`src/rtl/bbox_cmpalu.sv`:
```
// Bitmap extent analyser: accumulates one row per handshake and reports the empty
// margins on all four sides of the glyph plus 2x horizontal/vertical scale feasibility.
module bbox_cmpalu #(
    parameter  int COLS    = 24,
    parameter  int ROWS    = 64,
    parameter  int HTHRESH = COLS / 2,
    parameter  int VTHRESH = ROWS / 2,
    localparam int CW      = $clog2(COLS + 1),
    localparam int RW      = $clog2(ROWS + 1)
) (
    input  logic            clk,
    input  logic            rst_n,
    input  logic            start,
    input  logic            row_valid,
    input  logic [COLS-1:0] row_data,
    input  logic            row_last,
    output logic            row_ready,
    input  logic            res_ack,
    output logic            res_valid,
    output logic [CW-1:0]   lshift,
    output logic [CW-1:0]   rshift,
    output logic [RW-1:0]   ushift,
    output logic [RW-1:0]   dshift,
    output logic            hscale,
    output logic            vscale,
    output logic            empty,
    output logic            len_err
);

    typedef enum logic [1:0] {IDLE, SCAN, CALC, DONE} state_t;

    state_t          state, state_nxt;
    logic [COLS-1:0] colmask;
    logic [RW-1:0]   row_cnt;
    logic [RW-1:0]   first_row;
    logic [RW-1:0]   last_row;
    logic            found;
    logic            accept;
    logic            frame_end;
    logic [CW-1:0]   lo_idx, hi_idx;
    logic [CW-1:0]   lsh_n, rsh_n;
    logic [RW-1:0]   dsh_n;
    logic [CW:0]     hsum;
    logic [RW:0]     vsum;

    assign row_ready = (state == SCAN);
    assign res_valid = (state == DONE);

    // A row arriving together with start belongs to no frame and is dropped.
    assign accept    = row_valid && row_ready && !start;
    assign frame_end = accept && (row_last || row_cnt == RW'(ROWS - 1));

    // NOTE: every variable written here gets a default first so no latch is inferred.
    always_comb begin
        state_nxt = state;
        unique case (state)
            IDLE: state_nxt = IDLE;
            SCAN: if (frame_end) state_nxt = CALC;
            CALC: state_nxt = DONE;
            DONE: if (res_ack) state_nxt = IDLE;
            default: state_nxt = IDLE;
        endcase
        if (start) state_nxt = SCAN;
    end

    // NOTE: sequential state uses non-blocking assignments so all registers update together.
    always_ff @(posedge clk or negedge rst_n) begin
        if (!rst_n) state <= IDLE;
        else        state <= state_nxt;
    end

    // Lowest and highest set columns of the accumulated mask.
    always_comb begin
        lo_idx = '0;
        hi_idx = '0;
        for (int c = COLS - 1; c >= 0; c--)
            if (colmask[c]) lo_idx = CW'(c);
        for (int c = 0; c < COLS; c++)
            if (colmask[c]) hi_idx = CW'(c);
    end

    assign lsh_n = lo_idx;
    assign rsh_n = CW'(COLS - 1) - hi_idx;
    assign dsh_n = RW'(ROWS - 1) - last_row;
    assign hsum  = {1'b0, lsh_n} + {1'b0, rsh_n};
    assign vsum  = {1'b0, first_row} + {1'b0, dsh_n};

    always_ff @(posedge clk or negedge rst_n) begin
        if (!rst_n) begin
            colmask   <= '0;
            row_cnt   <= '0;
            first_row <= '0;
            last_row  <= '0;
            found     <= 1'b0;
            lshift    <= '0;
            rshift    <= '0;
            ushift    <= '0;
            dshift    <= '0;
            hscale    <= 1'b0;
            vscale    <= 1'b0;
            empty     <= 1'b0;
            len_err   <= 1'b0;
        end else if (start) begin
            colmask   <= '0;
            row_cnt   <= '0;
            first_row <= '0;
            last_row  <= '0;
            found     <= 1'b0;
            lshift    <= '0;
            rshift    <= '0;
            ushift    <= '0;
            dshift    <= '0;
            hscale    <= 1'b0;
            vscale    <= 1'b0;
            empty     <= 1'b0;
            len_err   <= 1'b0;
        end else begin
            if (accept) begin
                colmask <= colmask | row_data;
                row_cnt <= row_cnt + 1'b1;
                if (row_data != '0) begin
                    if (!found) first_row <= row_cnt;
                    found    <= 1'b1;
                    last_row <= row_cnt;
                end
            end
            if (state == CALC) begin
                // Rows never received in a short frame count toward the bottom margin.
                len_err <= (row_cnt < RW'(ROWS));
                empty   <= !found;
                if (found) begin
                    lshift <= lsh_n;
                    rshift <= rsh_n;
                    ushift <= first_row;
                    dshift <= dsh_n;
                    hscale <= (hsum >= (CW+1)'(HTHRESH));
                    vscale <= (vsum >= (RW+1)'(VTHRESH));
                end else begin
                    lshift <= '0;
                    rshift <= '0;
                    ushift <= '0;
                    dshift <= '0;
                    hscale <= 1'b0;
                    vscale <= 1'b0;
                end
            end
        end
    end

endmodule

```
`config.mk`:
```
export PLATFORM = sky130hd
export DESIGN_NAME = bbox_cmpalu
export DESIGN_NICKNAME = d
export VERILOG_FILES = /design/src/rtl/bbox_cmpalu.sv
export SDC_FILE = /design/constraint.sdc
export NUM_CORES = 1
export LEC_CHECK = 0
export ABC_AREA = 1
export BUFFER_PORTS_ARGS = -buffer_cell sky130_fd_sc_hd__clkbuf_2
export CORE_MARGIN = 2
export CORE_UTILIZATION = 51
export CTS_CLUSTER_SIZE = 14
export DETAILED_ROUTE_END_ITERATION = 7
export GPL_ROUTABILITY_DRIVEN = 0
export HOLD_SLACK_MARGIN = 0.15
export PLACE_DENSITY = 0.85
export SLEW_MARGIN = 25
export SYNTH_ARGS = -nofsm -noshare
export SYNTH_HDL_FRONTEND = slang
export SYNTH_SLANG_ARGS = --single-unit
```
`constraint.sdc`:
```
create_clock -name clk -period 3.1 [get_ports clk]
set_input_delay 0.31 -clock clk [delete_from_list [all_inputs] [get_ports clk]]
set_output_delay 0.31 -clock clk [all_outputs]
set_load 0.1 [all_outputs]
```
# --- Word level (Yosys, flattened, before mapping) ---
# Index checks and enable logic that the tools add are counted.
totals:
  ff_bits: 76
  in_bits: 30
  word_cells: 131
op_classes:
  n_addsub: 5
  n_lt_le_gt_ge: 3
  eq_ne: 7
  mux: 87
  n_bitwise: 1
  n_reduce_logical: 14
op_table:
  columns: ["op", "count"]
  rows:
  - ["5-bit two-way mux", 52]
  - ["7-bit two-way mux", 15]
  - ["24-bit two-way mux", 2]
  - ["24-bit bitwise OR", 1]
  - ["24-bit nonzero test", 1]
  - ["1-bit two-way mux", 14]
  - ["7-bit by 7-bit adder with 8-bit output", 1]
  - ["8-bit by 6-bit >= comparator with 1-bit output (second input constant)", 1]
  - ["2-bit case mux with 4 select lines", 1]
  - ["7-bit by 1-bit adder with 7-bit output (second input constant)", 1]
  - ["7-bit by 6-bit equality test with 1-bit output (second input constant)", 1]
  - ["7-bit < comparator (second input constant)", 1]
  - ["6-bit by 7-bit subtractor with 7-bit output (first input constant)", 1]
  - ["5-bit by 5-bit adder with 6-bit output", 1]
  - ["6-bit by 4-bit >= comparator with 1-bit output (second input constant)", 1]
  - ["2-bit two-way mux", 3]
  - ["2-bit nonzero test", 3]
  - ["5-bit subtractor (first input constant)", 1]
  - ["2-bit equality test (second input constant)", 2]
  - ["2-bit AND reduction", 2]
  - ["1-bit logical AND", 3]
  - ["3-bit by 2-bit inequality test with 1-bit output (second input constant)", 1]
  - ["3-bit inequality test (second input constant)", 1]
  - ["3-bit AND reduction", 1]
  - ["other kinds (5)", 6]

# --- Longest topological paths before layout ---
depth:
  word_depth: 29
  mapped_depth: 31
  mapped_depth_nobuf: 31

# --- Worst setup path after synthesis ---
# Ideal clock, no wire load.
synth_path:
  path_kind: "reg-to-reg"
  startpoint: "reg colmask[19]"
  endpoint: "reg hscale"
  setup_ns: 0.122
  t_arrival_ns: 2.810
  t_required_ns: 2.978
  slack_ns: 0.168
  stages_incl_launch_ff: 29
  n_path_buf: 0
  cell_sequence: "dfrtp_1 -> bufinv_8 -> nand2_1 -> nand2_1 -> nand2_1 -> nand2_1 -> nand2_1 -> nand2_1 -> nand2_1 -> nand2_1 -> nand2_1 -> nand2_1 -> nand2_1 -> nand2_1 -> nand2_1 -> nand2_1 -> nand2_1 -> nand2_1 -> nand2_1 -> nand2_1 -> a21oi_1 -> ha_1 -> fa_1 -> nand2_1 -> a21oi_1 -> or2_2 -> a211oi_1 -> o21ai_1 -> a22o_1"
synth_via:
  elab_chain_len: 25
synth_rtl:
  columns: ["item", "line", "rtl"]
  rows:
  - ["start, declared", "33", "logic [COLS-1:0] colmask;"]
  - ["start signal, assigned", "119", "colmask <= colmask | row_data;"]
  - ["5-bit two-way mux (20 in series)", "77", "if (colmask[c]) lo_idx = CW'(c);"]
  - ["5-bit by 5-bit adder with 6-bit output (*)", "85", "assign hsum = {1'b0, lsh_n} + {1'b0, rsh_n};"]
  - ["6-bit by 4-bit >= comparator with 1-bit output (*)", "136", "hscale <= (hsum >= (CW+1)'(HTHRESH));"]
  - ["1-bit two-way mux (*)", "131", "if (found) begin"]
  - ["1-bit two-way mux (*)", "127", "if (state == CALC) begin"]
  - ["1-bit two-way mux (*)", "103", "end else if (start) begin"]
  - ["end signal, assigned", "136", null]
  - ["end, declared", "24", "output logic hscale,"]
# Mark *: on every way between the ends. The rest lies on a longest branch, timed or not. The select of a mux whose other input is x is not followed.
# A chain may end at the register's enable or synchronous reset.

# --- Worst setup path in the final report ---
# Ends and elaborated chain as after synthesis.

==> metrics list <==
* Largest buffer count on any clock path: 2
* Top cell family by delay on the critical path: simple AND/OR/NAND/NOR gates
- The worst setup path is launched from a flop.
* Initial antenna violation count: 0
- The repair_antennas step left the layout with diodes totalling 0.
* Number of clock buffers inserted by TritonCTS: 9
- The clock drives 76 sinks.
* Residual overflow from global routing: 0
- The core region is 7292 um2.
- Summed over all instances, the cell type with the most area after synthesis is dfrtp_1.
- After detailed routing, the number of vias per cell comes to 5.362.
- Summing all flip-flop and latch instances after layout gives 1902 um2.
- Count of H-tree levels built during CTS: 3
- Pin placement for this block handled 60 I/O pins.
* Category of the worst setup path capture point: flop
* Unrepaired setup endpoints after global routing: true
- Violation count after the first detailed-routing iteration: 250
- Total of endpoints with negative setup slack in the final report: 0
* Initial standard-cell utilization of the core: 53.04%
- Max-cap violations in this run came to 0.
* Worst hold-check path type: primary input to flop
- In this run the static leakage power is 2.400 nW.
* Total Negative Setup Slacks: 0 ns
* Count of TritonRoute iterations in the first routing pass: 4
- The final hold violation count came to 0.
- For this design the ratio of total power to cell area is 811.3 nW/um2.
- Summing all placed instances gives a cell area of 4293 um2.
- The floorplan step set the die width to 91.08 um.
- For the final database, setup skew stands at 0.006990 ns.
- At the worst endpoint, the required time is 3.34 ns.
* Average routed wire per standard cell: 14.40 um
- After clock tree synthesis, the clock-pin slew on the worst setup and hold paths is 0.07 ns.
- VDD sags by at most 0.0007365 V.
* Sum of routed wire length over all layers: 8873 um
* Overall via count from detail_route: 3303
* Worst stage delay on the critical path: 0.38 ns
- Clock tree synthesis selected as its root buffer the cell clkbuf_8.
- Synthesis produced a netlist whose cell count is 441.
- TritonCTS clock tree: yes
* Final critical-path required period: 3.085 ns
* GRT Total Usage: 22.63%
* Main flop type after synthesis: dfrtp_1
- Layout cell share with drive strength beyond 1: 22.63%
- Synth Cell Area: 3867 um2
- Estimated wirelength of the detail-placed design: 6313 um
* Count of flip-flops with a built-in enable after synthesis: 0
- Library cells used by synthesis: 34
- Row count: 31
- For this run, design rule violations remaining after detail routing come to 0.
- Wire length of the first global-routing pass: 14760 um
* Final std cell area, no fill: 4614 um2
- Normalized max-slew margin: 56.03%
* Slowest CP cell: dfrtp_1
- For this run, the number of Yosys warnings is 0.
* IO Port Bufs: 59
- Number of nets in the layout: 561
- The flow ran to the end, and the final reports show no timing, DRC or antenna violations.
- Die area: 8296 um2
* Dominant cells by area after synthesis: dfrtp_1 49%, nand2_1 8.5%, inv_1 5.8%
- Insertion delay of the later-clocked pin in the worst-skew pair: 0.35 ns
- Counting both buffers and inverters, the worst setup path holds a total of 1.
* Final Core Density: 63.28%
- The multi-input combinational cells in the finished layout cover a total of 1520 um2.
- Register bit count reported by yosys: 76
- A synthesized cell averages 8.770 um2.
- Final max-slew violation count: 0
- For this run, the register share of the synthesized area comes to 49.18%.
- Layout overhead on the synthesized area: 19.31%
- For the pin with the worst max-slew slack, the measured transition is 0.6595 ns.
- Number of fillers in the final layout: 620
* Async set or reset register ratio after synthesis: 100.0%
- Synthesis produced a netlist with a net count of 489.
- Critical path's most frequent cell: nand2_1
- The detail route stage leaves a number of antenna-violating nets equal to 0.
* Die extent in y: 91.08 um
* Critical-path maximum fanout: 3
- Dividing the final minimum period by the clock period gives 99.53%.
- Max Freq: 324.1 MHz
- Critical path data arrival time: 3.33 ns
- Entering global routing, the biggest net connects 32 pins.
- The worst setup path is of the flop to flop kind.
* Share of the synthesized area in the top cell type: 49.18%
- Vias in the first global route: 3091
[cell usage in the layout, fill, tap and decap left out, drive strengths merged, types with 2 or more instances in the layout]
master	n
dfrtp	76
a211oi	3
nand4	4
o21ai	42
fa	2
nand3	5
a21oi	16
ha	16
clkbuf	69
a22o	8
o32ai	7
inv	74
nand2	88
o22ai	23
nor4	6
clkinv	7
bufinv	10
nor3	7
nor2	27
a21boi	2
buf	14
[area by class of cell]
cell class                      count  share of cell area [%]
Sequential cell                    76                   41.21
Tap cell                           99                   2.684
Timing Repair Buffer               73                   8.731
Inverter                           88                   9.246
Clock buffer                       11                   3.064
Clock inverter                      4                   2.115
Multi-Input combinational cell    265                   32.94
[path summary, 6_finish.rpt]
check	end	depth (start not counted)	slack, ns	start
worst min-delay path	colmask[18]	3	0.19	row_data[18]
worst min register to register	dshift[4]	1	0.45	last_row[4]
worst max-delay path	hscale	28	0.01	colmask[19]
worst max register to register	hscale	28	0.01	colmask[19]
max in group asynchronous	lshift[2]	3	1.81	rst_n
min in group asynchronous	row_cnt[6]	2	0.52	rst_n
[state kept, by name, summed over array words and instances, names as in the netlist]
signal and count:
last_row 7, ushift 7, found 1, empty 1, lshift 5, first_row 7, hscale 1, state 2
vscale 1, rshift 5, len_err 1, row_cnt 7, colmask 24, dshift 7
[power breakdown]
part | switching [mW] | internal [mW] | total (mW)
clock | 0.353 | 0.553 | 0.906
sequential | 0.0853 | 1.10 | 1.18
combinational | 1.06 | 0.601 | 1.66
[worst min-delay path, stage by stage]
cell and delay [ns]:
clkbuf_2 0.09, nand2_1 0.05, o21ai_0 0.06
[synthesized netlist by cell type, types with 2 or more instances]
cell	n
a211oi_1	3
a21boi_1	2
a21oi_1	16
a22o_1	8
bufinv_8	7
clkbuf_1	9
clkinv_1	7
dfrtp_1	76
fa_1	2
ha_1	16
inv_1	60
inv_2	14
nand2_1	88
nand3_1	5
nand4_1	4
nor2_1	27
nor3_1	7
nor4_1	6
o21ai_0	22
o21ai_1	20
o22ai_1	23
o32ai_1	7
[metrics by stage]
stage / worst slack [ns] / cells / hold slack, ns / power, mW
final: 0.01463 / 616 / 0.1851 / 3.744
after global placement: -0.004778 / 596 / 0.3772 / 2.570
after CTS: 0.03222 / 614 / 0.1742 / 3.627
after detailed placement: -0.1138 / 596 / 0.3841 / 2.644
after floorplan: 0.1680 / 441 / 0.01441 / 2.317
after global routing: -0.1885 / 616 / 0.1953 / 3.970
[layer usage]
layer	global-route usage [%]	part of all wire, %
met1	32.15	44
met2	33.27	46
met3	5.394	8.1
met4	9.596	2.1
met5	0	0
[logic make-up (layout without fill, tap and decap cells)]
group / Yosys count / count (layout) / share of synthesized area, %
adders and majority gates: 18 / 18 / 6.212
xor gates and xnor gates: 2 / 2 / 0.4530
buffers and inverters: 100 / 176 / 12.68
and+or+nand+nor: 138 / 138 / 14.49
DFF: 76 / 76 / 49.17
AOI/OAI and AO/OA: 107 / 107 / 16.99
[repair_timing]
item / 4_1_cts / 5_1_grt
gates resized for setup: 6 / 4
setup endpoints to repair: 1 / 1
setup buffers: 2 / 2
gates cloned: 0 / 0
pin swaps: 4 / 2
hold endpoints to repair: 27 / 0
hold buffers: 1 / 0
(Power assumes the default switching activity.)
